File: src/rtl/uart_ctrl_pkg.sv
`default_nettype none
// ============================================================================
//  Module      : uart_ctrl_pkg
//  Description : Shared types and constants for the UART load controller.
//                Holds the FSM state enum, the load_count width and the
//                address-MSB memory select values. Default RAM/word widths
//                fall back to 14/32 when the system definitions are absent.
//  Revision    : 1.0 - initial release
// ============================================================================

`ifndef RAM_DEPTH
`define RAM_DEPTH 14
`endif

`ifndef ISA_WIDTH
`define ISA_WIDTH 32
`endif

package uart_ctrl_pkg;

  // Controller phases; RUN must encode as zero so a cleared register is safe.
  typedef enum logic [1:0] {
    ST_RUN  = 2'd0,
    ST_ARM  = 2'd1,
    ST_LOAD = 2'd2,
    ST_HOLD = 2'd3
  } state_e;

  localparam int C_LOAD_COUNT_W = 16;

  // Value of uart_addr[ADDR_W] that steers a word to each RAM.
  localparam logic C_SEL_IMEM = 1'b0;
  localparam logic C_SEL_DMEM = 1'b1;

  // Phase counter width able to hold max(a,b)-1; never narrower than 1 bit.
  function automatic int phase_cnt_w(input int a, input int b);
    int m;
    m = (a > b) ? a : b;
    return (m > 1) ? $clog2(m) : 1;
  endfunction

endpackage

`default_nettype wire

File: src/rtl/uart_load_controller_rise_detect.sv
`default_nettype none
// ============================================================================
//  Module      : rise_detect
//  Description : One-flop rising-edge detector. rise_o is high in the cycle
//                where sig_i is high and was low on the previous clock.
//  Ports       : clk, rst (sync, active-high), sig_i (level in),
//                rise_o (combinational edge strobe)
//  Revision    : 1.0 - initial release
// ============================================================================
module rise_detect (
  input  logic clk,
  input  logic rst,
  input  logic sig_i,
  output logic rise_o
);

  logic r_prev_q;

  always_ff @(posedge clk) begin
    if (rst) begin
      r_prev_q <= 1'b0;
    end else begin
      r_prev_q <= sig_i;
    end
  end

  assign rise_o = sig_i & ~r_prev_q;

endmodule

`default_nettype wire

File: src/rtl/uart_load_controller.sv
`default_nettype none
// ============================================================================
//  Module      : uart_load_controller
//  Description : Sequences a UART program load against the running CPU.
//                RUN passes CPU memory traffic straight to the RAMs. A rising
//                load_req parks the core (ARM), enables the UART loader
//                (LOAD), steers each received word to imem/dmem by address
//                MSB, then holds the core for a fixed time (HOLD) before
//                releasing it back to RUN.
//  Ports       : clk/rst                       - clock, sync active-high reset
//                load_req                      - load request level (edge used)
//                uart_*                        - loader handshake and words
//                cpu_*                         - CPU memory requests
//                imem_* / dmem_*               - RAM write ports
//                cpu_hold / uart_disable       - core stall, loader reset
//                load_busy/load_done/load_count - status
//  Revision    : 1.0 - initial release
// ============================================================================
module uart_load_controller
  import uart_ctrl_pkg::*;
#(
  parameter int ADDR_W      = `RAM_DEPTH,
  parameter int DATA_W      = `ISA_WIDTH,
  parameter int ARM_CYCLES  = 2,
  parameter int HOLD_CYCLES = 16
) (
  input  logic                      clk,
  input  logic                      rst,
  input  logic                      load_req,
  output logic                      uart_disable,
  input  logic                      uart_write_enable,
  input  logic [ADDR_W:0]           uart_addr,
  input  logic [DATA_W-1:0]         uart_data,
  input  logic                      uart_complete,
  output logic                      cpu_hold,
  input  logic [ADDR_W-1:0]         cpu_imem_addr,
  input  logic [ADDR_W-1:0]         cpu_dmem_addr,
  input  logic [DATA_W-1:0]         cpu_dmem_wdata,
  input  logic                      cpu_dmem_we,
  output logic [ADDR_W-1:0]         imem_addr,
  output logic [DATA_W-1:0]         imem_wdata,
  output logic                      imem_we,
  output logic [ADDR_W-1:0]         dmem_addr,
  output logic [DATA_W-1:0]         dmem_wdata,
  output logic                      dmem_we,
  output logic                      load_busy,
  output logic                      load_done,
  output logic [C_LOAD_COUNT_W-1:0] load_count
);

  localparam int              CNT_W      = phase_cnt_w(ARM_CYCLES, HOLD_CYCLES);
  localparam logic [CNT_W-1:0] C_ARM_INIT  = CNT_W'(ARM_CYCLES - 1);
  localparam logic [CNT_W-1:0] C_HOLD_INIT = CNT_W'(HOLD_CYCLES - 1);

  state_e                    r_state_q;
  logic [CNT_W-1:0]          r_cnt_q;
  logic                      r_uart_disable_q;
  logic                      r_cpu_hold_q;
  logic                      r_busy_q;
  logic                      r_done_q;
  logic [C_LOAD_COUNT_W-1:0] r_count_q;
  logic [ADDR_W:0]           r_wr_addr_q;
  logic [DATA_W-1:0]         r_wr_data_q;
  logic                      r_wr_pend_q;
  logic                      w_load_rise;

  rise_detect u_rise_detect (
    .clk    (clk),
    .rst    (rst),
    .sig_i  (load_req),
    .rise_o (w_load_rise)
  );

  // Control FSM; every status output is registered alongside the state.
  always_ff @(posedge clk) begin
    if (rst) begin
      r_state_q        <= ST_RUN;
      r_cnt_q          <= '0;
      r_uart_disable_q <= 1'b1;
      r_cpu_hold_q     <= 1'b0;
      r_busy_q         <= 1'b0;
      r_done_q         <= 1'b0;
      r_count_q        <= '0;
      r_wr_addr_q      <= '0;
      r_wr_data_q      <= '0;
      r_wr_pend_q      <= 1'b0;
    end else begin
      r_done_q    <= 1'b0;
      // A captured word lives for exactly one cycle on the RAM port.
      r_wr_pend_q <= 1'b0;

      case (r_state_q)
        ST_RUN: begin
          if (w_load_rise) begin
            r_state_q        <= ST_ARM;
            r_cnt_q          <= C_ARM_INIT;
            r_count_q        <= '0;
            r_cpu_hold_q     <= 1'b1;
            r_busy_q         <= 1'b1;
            r_uart_disable_q <= 1'b1;
          end
        end

        ST_ARM: begin
          // Gives the core a few cycles to drain before the loader starts.
          if (r_cnt_q == '0) begin
            r_state_q        <= ST_LOAD;
            r_uart_disable_q <= 1'b0;
          end else begin
            r_cnt_q <= r_cnt_q - 1'b1;
          end
        end

        ST_LOAD: begin
          // A word arriving together with complete is still accepted.
          if (uart_write_enable) begin
            r_wr_addr_q <= uart_addr;
            r_wr_data_q <= uart_data;
            r_wr_pend_q <= 1'b1;
            if (r_count_q != '1) begin
              r_count_q <= r_count_q + 1'b1;
            end
          end
          if (uart_complete) begin
            r_state_q        <= ST_HOLD;
            r_cnt_q          <= C_HOLD_INIT;
            r_uart_disable_q <= 1'b1;
          end
        end

        ST_HOLD: begin
          if (r_cnt_q == '0) begin
            r_state_q    <= ST_RUN;
            r_cpu_hold_q <= 1'b0;
            r_busy_q     <= 1'b0;
            r_done_q     <= 1'b1;
          end else begin
            r_cnt_q <= r_cnt_q - 1'b1;
          end
        end

        default: begin
          r_state_q <= ST_RUN;
        end
      endcase
    end
  end

  // RAM port steering: CPU owns the ports in RUN, the UART write register
  // owns them otherwise (CPU stores are dropped while not running).
  always_comb begin
    imem_addr  = r_wr_addr_q[ADDR_W-1:0];
    imem_wdata = r_wr_data_q;
    imem_we    = 1'b0;
    dmem_addr  = r_wr_addr_q[ADDR_W-1:0];
    dmem_wdata = r_wr_data_q;
    dmem_we    = 1'b0;

    if (r_state_q == ST_RUN) begin
      imem_addr  = cpu_imem_addr;
      dmem_addr  = cpu_dmem_addr;
      dmem_wdata = cpu_dmem_wdata;
      dmem_we    = cpu_dmem_we;
    end else begin
      imem_we = r_wr_pend_q & (r_wr_addr_q[ADDR_W] == C_SEL_IMEM);
      dmem_we = r_wr_pend_q & (r_wr_addr_q[ADDR_W] == C_SEL_DMEM);
    end
  end

  assign uart_disable = r_uart_disable_q;
  assign cpu_hold     = r_cpu_hold_q;
  assign load_busy    = r_busy_q;
  assign load_done    = r_done_q;
  assign load_count   = r_count_q;

endmodule

`default_nettype wire

File: config.mk
export PLATFORM = sky130hd
export DESIGN_NAME = uart_load_controller
export DESIGN_NICKNAME = d
export VERILOG_FILES = /design/src/rtl/uart_ctrl_pkg.sv /design/src/rtl/uart_load_controller_rise_detect.sv /design/src/rtl/uart_load_controller.sv
export SDC_FILE = /design/constraint.sdc
export NUM_CORES = 1
export LEC_CHECK = 0
export BUFFER_PORTS_ARGS = -buffer_cell sky130_fd_sc_hd__buf_2
export CORE_UTILIZATION = 44
export CTS_BUF_LIST = sky130_fd_sc_hd__clkbuf_16
export CTS_CLUSTER_DIAMETER = 50
export CTS_CLUSTER_SIZE = 30
export DETAILED_ROUTE_END_ITERATION = 6
export GPL_TIMING_DRIVEN = 0
export MAX_ROUTING_LAYER = met4
export PLACE_DENSITY = 0.81
export SYNTH_ARGS = -nofsm -noshare
export SYNTH_HDL_FRONTEND = slang
export SYNTH_SLANG_ARGS = --single-unit
File: constraint.sdc
create_clock -name clk -period 3 [get_ports clk]
set_clock_uncertainty 0.15 [all_clocks]
set_input_delay 0.3 -clock clk [delete_from_list [all_inputs] [get_ports clk]]
set_output_delay 0.3 -clock clk [all_outputs]
set_load 0.01 [all_outputs]
### Word-level counts from Yosys, hierarchy flattened

Cells that the tools add are included.

| word-level totals | value |
|---|---|
| bits in registers | 74 |
| input port bits | 113 |
| output and inout bits | 114 |
| word-level logic and storage cells | 69 |

| operators by class | value |
|---|---|
| add/subtract/negate cells | 2 |
| equal/unequal tests | 11 |
| mux-type cells | 25 |
| bitwise operators | 7 |
| reduce and logical (&&, ||, !) cells | 14 |

Operators by type and width:

| cell | number |
|---|---|
| two-way mux 16 bit | 3 |
| two-way mux 32 bit | 1 |
| case mux 16 bit (2 select lines) | 1 |
| two-way mux 14 bit | 2 |
| adder 16 x 1 -> 16 bit (second input constant) | 1 |
| inequality test 16 bit (second input constant) | 1 |
| two-way mux 4 bit | 3 |
| inequality test 2 bit (second input constant) | 6 |
| case mux 4 bit (3 select lines) | 1 |
| AND reduction 4 bit | 3 |
| two-way mux 2 bit | 4 |
| case mux 2 bit (4 select lines) | 1 |
| two-way mux 1 bit | 7 |
| AND reduction 3 bit | 2 |
| OR reduction 2 bit | 3 |
| == test 2 bit (second input constant) | 2 |
| logical NOT 4 bit | 1 |
| inverter 1 bit | 4 |
| nonzero test 2 bit | 2 |
| subtractor 4 x 1 -> 4 bit (second input constant) | 1 |
| bitwise AND 1 bit | 3 |
| case mux 1 bit (3 select lines) | 1 |
| nonzero test 3 bit | 1 |
| == test 2 x 1 -> 1 bit (second input constant) | 1 |
| 4 further kinds | 4 |

### Depth between registers and ports, before layout

| logic depth | value |
|---|---|
| depth after elaboration | 4 |
| gate-level depth with buffers | 8 |
| gate-level depth less buffers | 6 |

### Hierarchy

A second synthesis with hierarchy kept.

| second synthesis, totals | value |
|---|---|
| cells, all modules | 500 |
| area, all modules | 3856.2 sq um |

Modules (own cells, without submodules):

| module | times used | cells each | area an instance (sq um) | seq. area each (sq um) |
|---|---|---|---|---|
| uart_load_controller | 1 | 497 | 3808.7 | 1461.4 |
| rise_detect | 1 | 3 | 47.5 | 20.0 |

### Least setup slack after synthesis

OpenSTA, ideal clock, no wires.

| timing | value |
|---|---|
| path type | register -> output |
| start | register r_state_q[0] |
| end | output port dmem_addr[10] |
| arrival | 1.842 ns |
| required time | 2.550 ns |
| slack | 0.708 ns |
| cell stages (with the launch flop) | 9 |
| path through | dfxtp_1 > inv_1 > ha_1 > buf_2 > buf_1 > buf_2 > clkbuf_1 > nand2_1 > nand2_1 |

| on the way | value |
|---|---|
| cells in the longest elaborated chain, start to end | 2 |

RTL lines:

| item | line | source |
|---|---|---|
| from (decl) | uart_load_controller.sv:55 | `state_e r_state_q;` |
| from (signal assigned) | uart_load_controller.sv:77 | `r_state_q <= ST_RUN;` |
| from (signal assigned) | uart_load_controller.sv:95 | `r_state_q <= ST_ARM;` |
| from (signal assigned) | uart_load_controller.sv:107 | `r_state_q <= ST_LOAD;` |
| logical NOT 2 bit | uart_load_controller.sv:159 | `if (r_state_q == ST_RUN) begin` |
| two-way mux 14 bit | uart_load_controller.sv:159 |  |
| to (decl) | uart_load_controller.sv:43 | `output logic [ADDR_W-1:0] dmem_addr,` |

No other way between the ends.

### Worst setup path after layout

| timing | value |
|---|---|
| start | register r_state_q[0] |
| end | output port imem_addr[2] |

| on the way | value |
|---|---|
| cells in the longest elaborated chain, start to end | 2 |

RTL lines:

| item | line | source |
|---|---|---|
| logical NOT 2 bit | uart_load_controller.sv:159 |  |
| two-way mux 14 bit | uart_load_controller.sv:159 |  |
| to (decl) | uart_load_controller.sv:40 | `output logic [ADDR_W-1:0] imem_addr,` |

No other way between the ends.

==> flow_summary.toml <==
[synth]
synth_cell_type_count = 52
synth_warnings = 0
synth_top_cell_area_share = 0.382
synthMuxAreaShare = 0.0985
yosysSeqAreaShare = 0.382
synthSimpleGateAreaFrac = 0.283
synthesis.area_um2 = 3880
async_flop_share = 0
synth-seq-cells = 74
synth_nets = 629
synth_top_family_by_area = "simple AND/OR/NAND/NOR gates"
synth_xor_area_frac = 0.00226
synth_area_leaders = "dfxtp_1 38%, nand2_1 18%, mux2_2 9.6%, a21oi_1 7.0%, ha_1 2.3%"
synthesis.instances = 509
synth_compound_area_frac = 0.166
synth_area_per_cell_um2 = 7.62
synth.largest_area_cell = "dfxtp_1"
synth_edf_count = 0
ys.flop_type = "dfxtp_1"
synth_fa_ha_area_frac = 0.0226

[clock_tree]
cts.clk_slew.worst_paths_ns = 0.06
post_cts_resize_count = 3
clock_sink_count = 74
cts-root-buf = "clkbuf_16"
cts_buffers = 9
clock_latency_ns = 0.33
cts_hold_repair.buffers = 0
tritoncts = "yes"
post_cts_buffers = 0
clock_path_buffers = 2
cts_max_level = 3

[sta]
fmax_mhz = 352
final_hold_viol_count = 0
fin_tns_setup_ns = 0
post-route-period-util = 0.946
finalMaxSlewViolations = 0
setup_viol = 0
max_slew_margin = 0.564
rsz0062_at_grt = "false"
tightestPinTransition_ns = 0.652
hold-worst-slack_ns = 0.0531
fin_crit_ns = 2.84

[global_routing]
grt_pass1_vias = 3895
antenna_found_initial = 0
grt_pass1_wl_um = 18800
grt_start_max_net_pins = 14
grt.overflow.total = 0
gr-usage-all-layers = 0.276

[setup_path]
crit_path_start_kind = "flop"
critPathCaptureType = "primary output"
critPathTopFamily = "buffers and inverters"
critPathMaxStageDelay_ns = 0.38
cp.arrival_ns = 2.39
worstPathMaxFanout = 10
crit_chain = "inv_1 -> ha_1 -> buf_2 -> clkbuf_4 -> buf_2 -> clkbuf_2 -> nand2_1 -> nand2_1 -> buf_2"
cp.required_ns = 2.55
crit_type = "flop to primary output"
cp_slowest_cell = "dfxtp_1"
crit_buf_inv = 6
crit_path_frequent_cell = "buf_2"

[worst_hold_path]
hp-class = "primary input to flop"

[route]
ant_nets = 0
first_iter_violations = 262
met3_length_um = 998
drt-pass1-iter-count = 6
drc = 0
wirelength_um = 13000
routed.top_layer = "met4"
routed-via-count = 4614
met1_length_um = 5270
wl_per_cell_um = 15.2
avgViaCountPerCell = 5.40
wl_met2_um = 6480

[floorplanning]
die_h_um = 95.9
initial_core_util = 0.462
fp.dieW_um = 95.9
core_area_um2 = 8380
ios = 227
die-area_um2 = 9190
num_rows = 33

[cells_and_area]
antennaDiodeCount = 0
drive_above_1_share = 0.392
utilization = 0.652
area_growth_pct = 41.0
layout.nets = 866
design_area_um2 = 5460

[placed_design]
port_buffers = 226
place_area_um2 = 5140
gp_congestion = 0.882
hpwl_um = 10200

[power]
p_leak_uw = 0.00261
p_per_area_nw_per_um2 = 736
total_power_uw = 4020
peakVddDrop_uv = 431

[flow_run]
cap_viol_max_count = 0

[run_status]
status = "finished, final reports clean"
-- kinds of logic (layout without fill, tap and decap cells) --
| logic type | after synthesis | count (layout) |
|---|---|---|
| AOI/OAI and AO/OA | 104 | 104 |
| and+or+nand+nor | 246 | 246 |
| buffers and inverters | 43 | 284 |
| muxes | 34 | 34 |
| adders and majority gates | 7 | 7 |
| xor gates and xnor gates | 1 | 1 |
| DFF | 74 | 74 |
-- power by group --
group / switching, uW / internal (uW)
Sequential: 100 / 1100
Clock: 404 / 725
Combinational: 971 / 725
Total: 1480 / 2550
-- synth_stat cells, types with 2 or more instances --
cell type  number
inv_1          11
dfxtp_1        74
a41oi_1         2
buf_2           3
clkbuf_1       19
nor4_1          8
o22ai_1         3
nor2_1         11
o31ai_1         6
a221oi_1        2
and3_1          3
nand3_1         7
and2_1          2
a31oi_1         9
nand4_1         5
nor3_1          2
nor3b_1         3
o311a_1         2
nand2_1       185
nand3b_1        5
nor2b_1         5
ha_1            7
mux2_2         33
buf_1           7
o21ai_0        12
a21oi_1        54
o311ai_0        4
-- flip-flops by register name, indices dropped and copies added, names as in the netlist --
| register | flops |
|---|---|
| imem_wdata | 32 |
| load_count | 16 |
| r_wr_addr_q | 15 |
| r_cnt_q | 4 |
| r_state_q | 2 |
| load_busy | 1 |
| load_done | 1 |
| r_wr_pend_q | 1 |
| u_rise_detect.r_prev_q | 1 |
| uart_disable | 1 |
-- path summary, 6_finish.rpt --
kind	startpoint	to	slack (ns)	depth (start not counted)
max	r_state_q[0]$_SDFFE_PP0P_	imem_addr[2]	0.16	9
min reg2reg	r_wr_addr_q[8]$_SDFFE_PP0P_	r_wr_addr_q[8]$_SDFFE_PP0P_	0.31	2
max reg2reg	r_state_q[0]$_SDFFE_PP0P_	load_count[4]$_SDFFE_PP0P_	0.40	8
min	uart_addr[12]	r_wr_addr_q[12]$_SDFFE_PP0P_	0.05	3
-- area by class of cell --
type                    count  area, um2
fillers                   702       2920
multi-input cells         392       2220
flip-flops and latches     74       1480
repair buffers            226       1130
clock buffers               9        225
plain buffers              31        141
well taps                 105        131
clock inverters             6       90.1
inverters                  12       45.0
-- worst min-delay path, delay by kind of cell --
| kind | cells | cell delay [ns] |
|---|---|---|
| AOI/OAI and AO/OA | 1 | 0.05 |
| buffers and inverters | 1 | 0.10 |
| and+or+nand+nor | 1 | 0.04 |
-- metrics by stage --
step | setup slack [ns] | instances
4_1_cts | 0.0628 | 855
5_1_grt | 0.00240 | 855
3_3_place_gp | 0.0970 | 840
3_5_place_dp | -0.0596 | 840
6_report | 0.163 | 855
2_1_floorplan | 0.708 | 509
-- routing by layer --
layer | GRT usage | up-vias
met5 | - | -
met4 | 0.113 | 0
met3 | 0.0308 | 25
met2 | 0.463 | 216
met1 | 0.337 | 2141
li1 | - | 2232
-- cells in the final DEF, fill, tap and decap left out, drive strengths merged, types with 2 or more instances in the layout --
cell | netlist | layout
a221oi | 2 | 2
o22ai | 3 | 3
clkinv | 1 | 3
and3 | 3 | 3
bufinv | 0 | 2
nor3 | 2 | 2
and4 | 2 | 2
buf | 12 | 236
clkbuf | 19 | 30
nand2b | 2 | 2
and2 | 2 | 2
o21ai | 12 | 12
a211oi | 2 | 2
o311a | 2 | 2
dfxtp | 74 | 74
nand4 | 6 | 6
nor4 | 9 | 9
mux2 | 33 | 33
nand3 | 7 | 7
nor2 | 11 | 11
nor2b | 5 | 5
a21oi | 55 | 55
ha | 7 | 7
nand2 | 185 | 185
a41oi | 3 | 3
o311ai | 4 | 4
nand3b | 5 | 5
nor3b | 3 | 3
inv | 11 | 12
a31oi | 9 | 9
o31ai | 6 | 6
(Power assumes the default switching activity.)
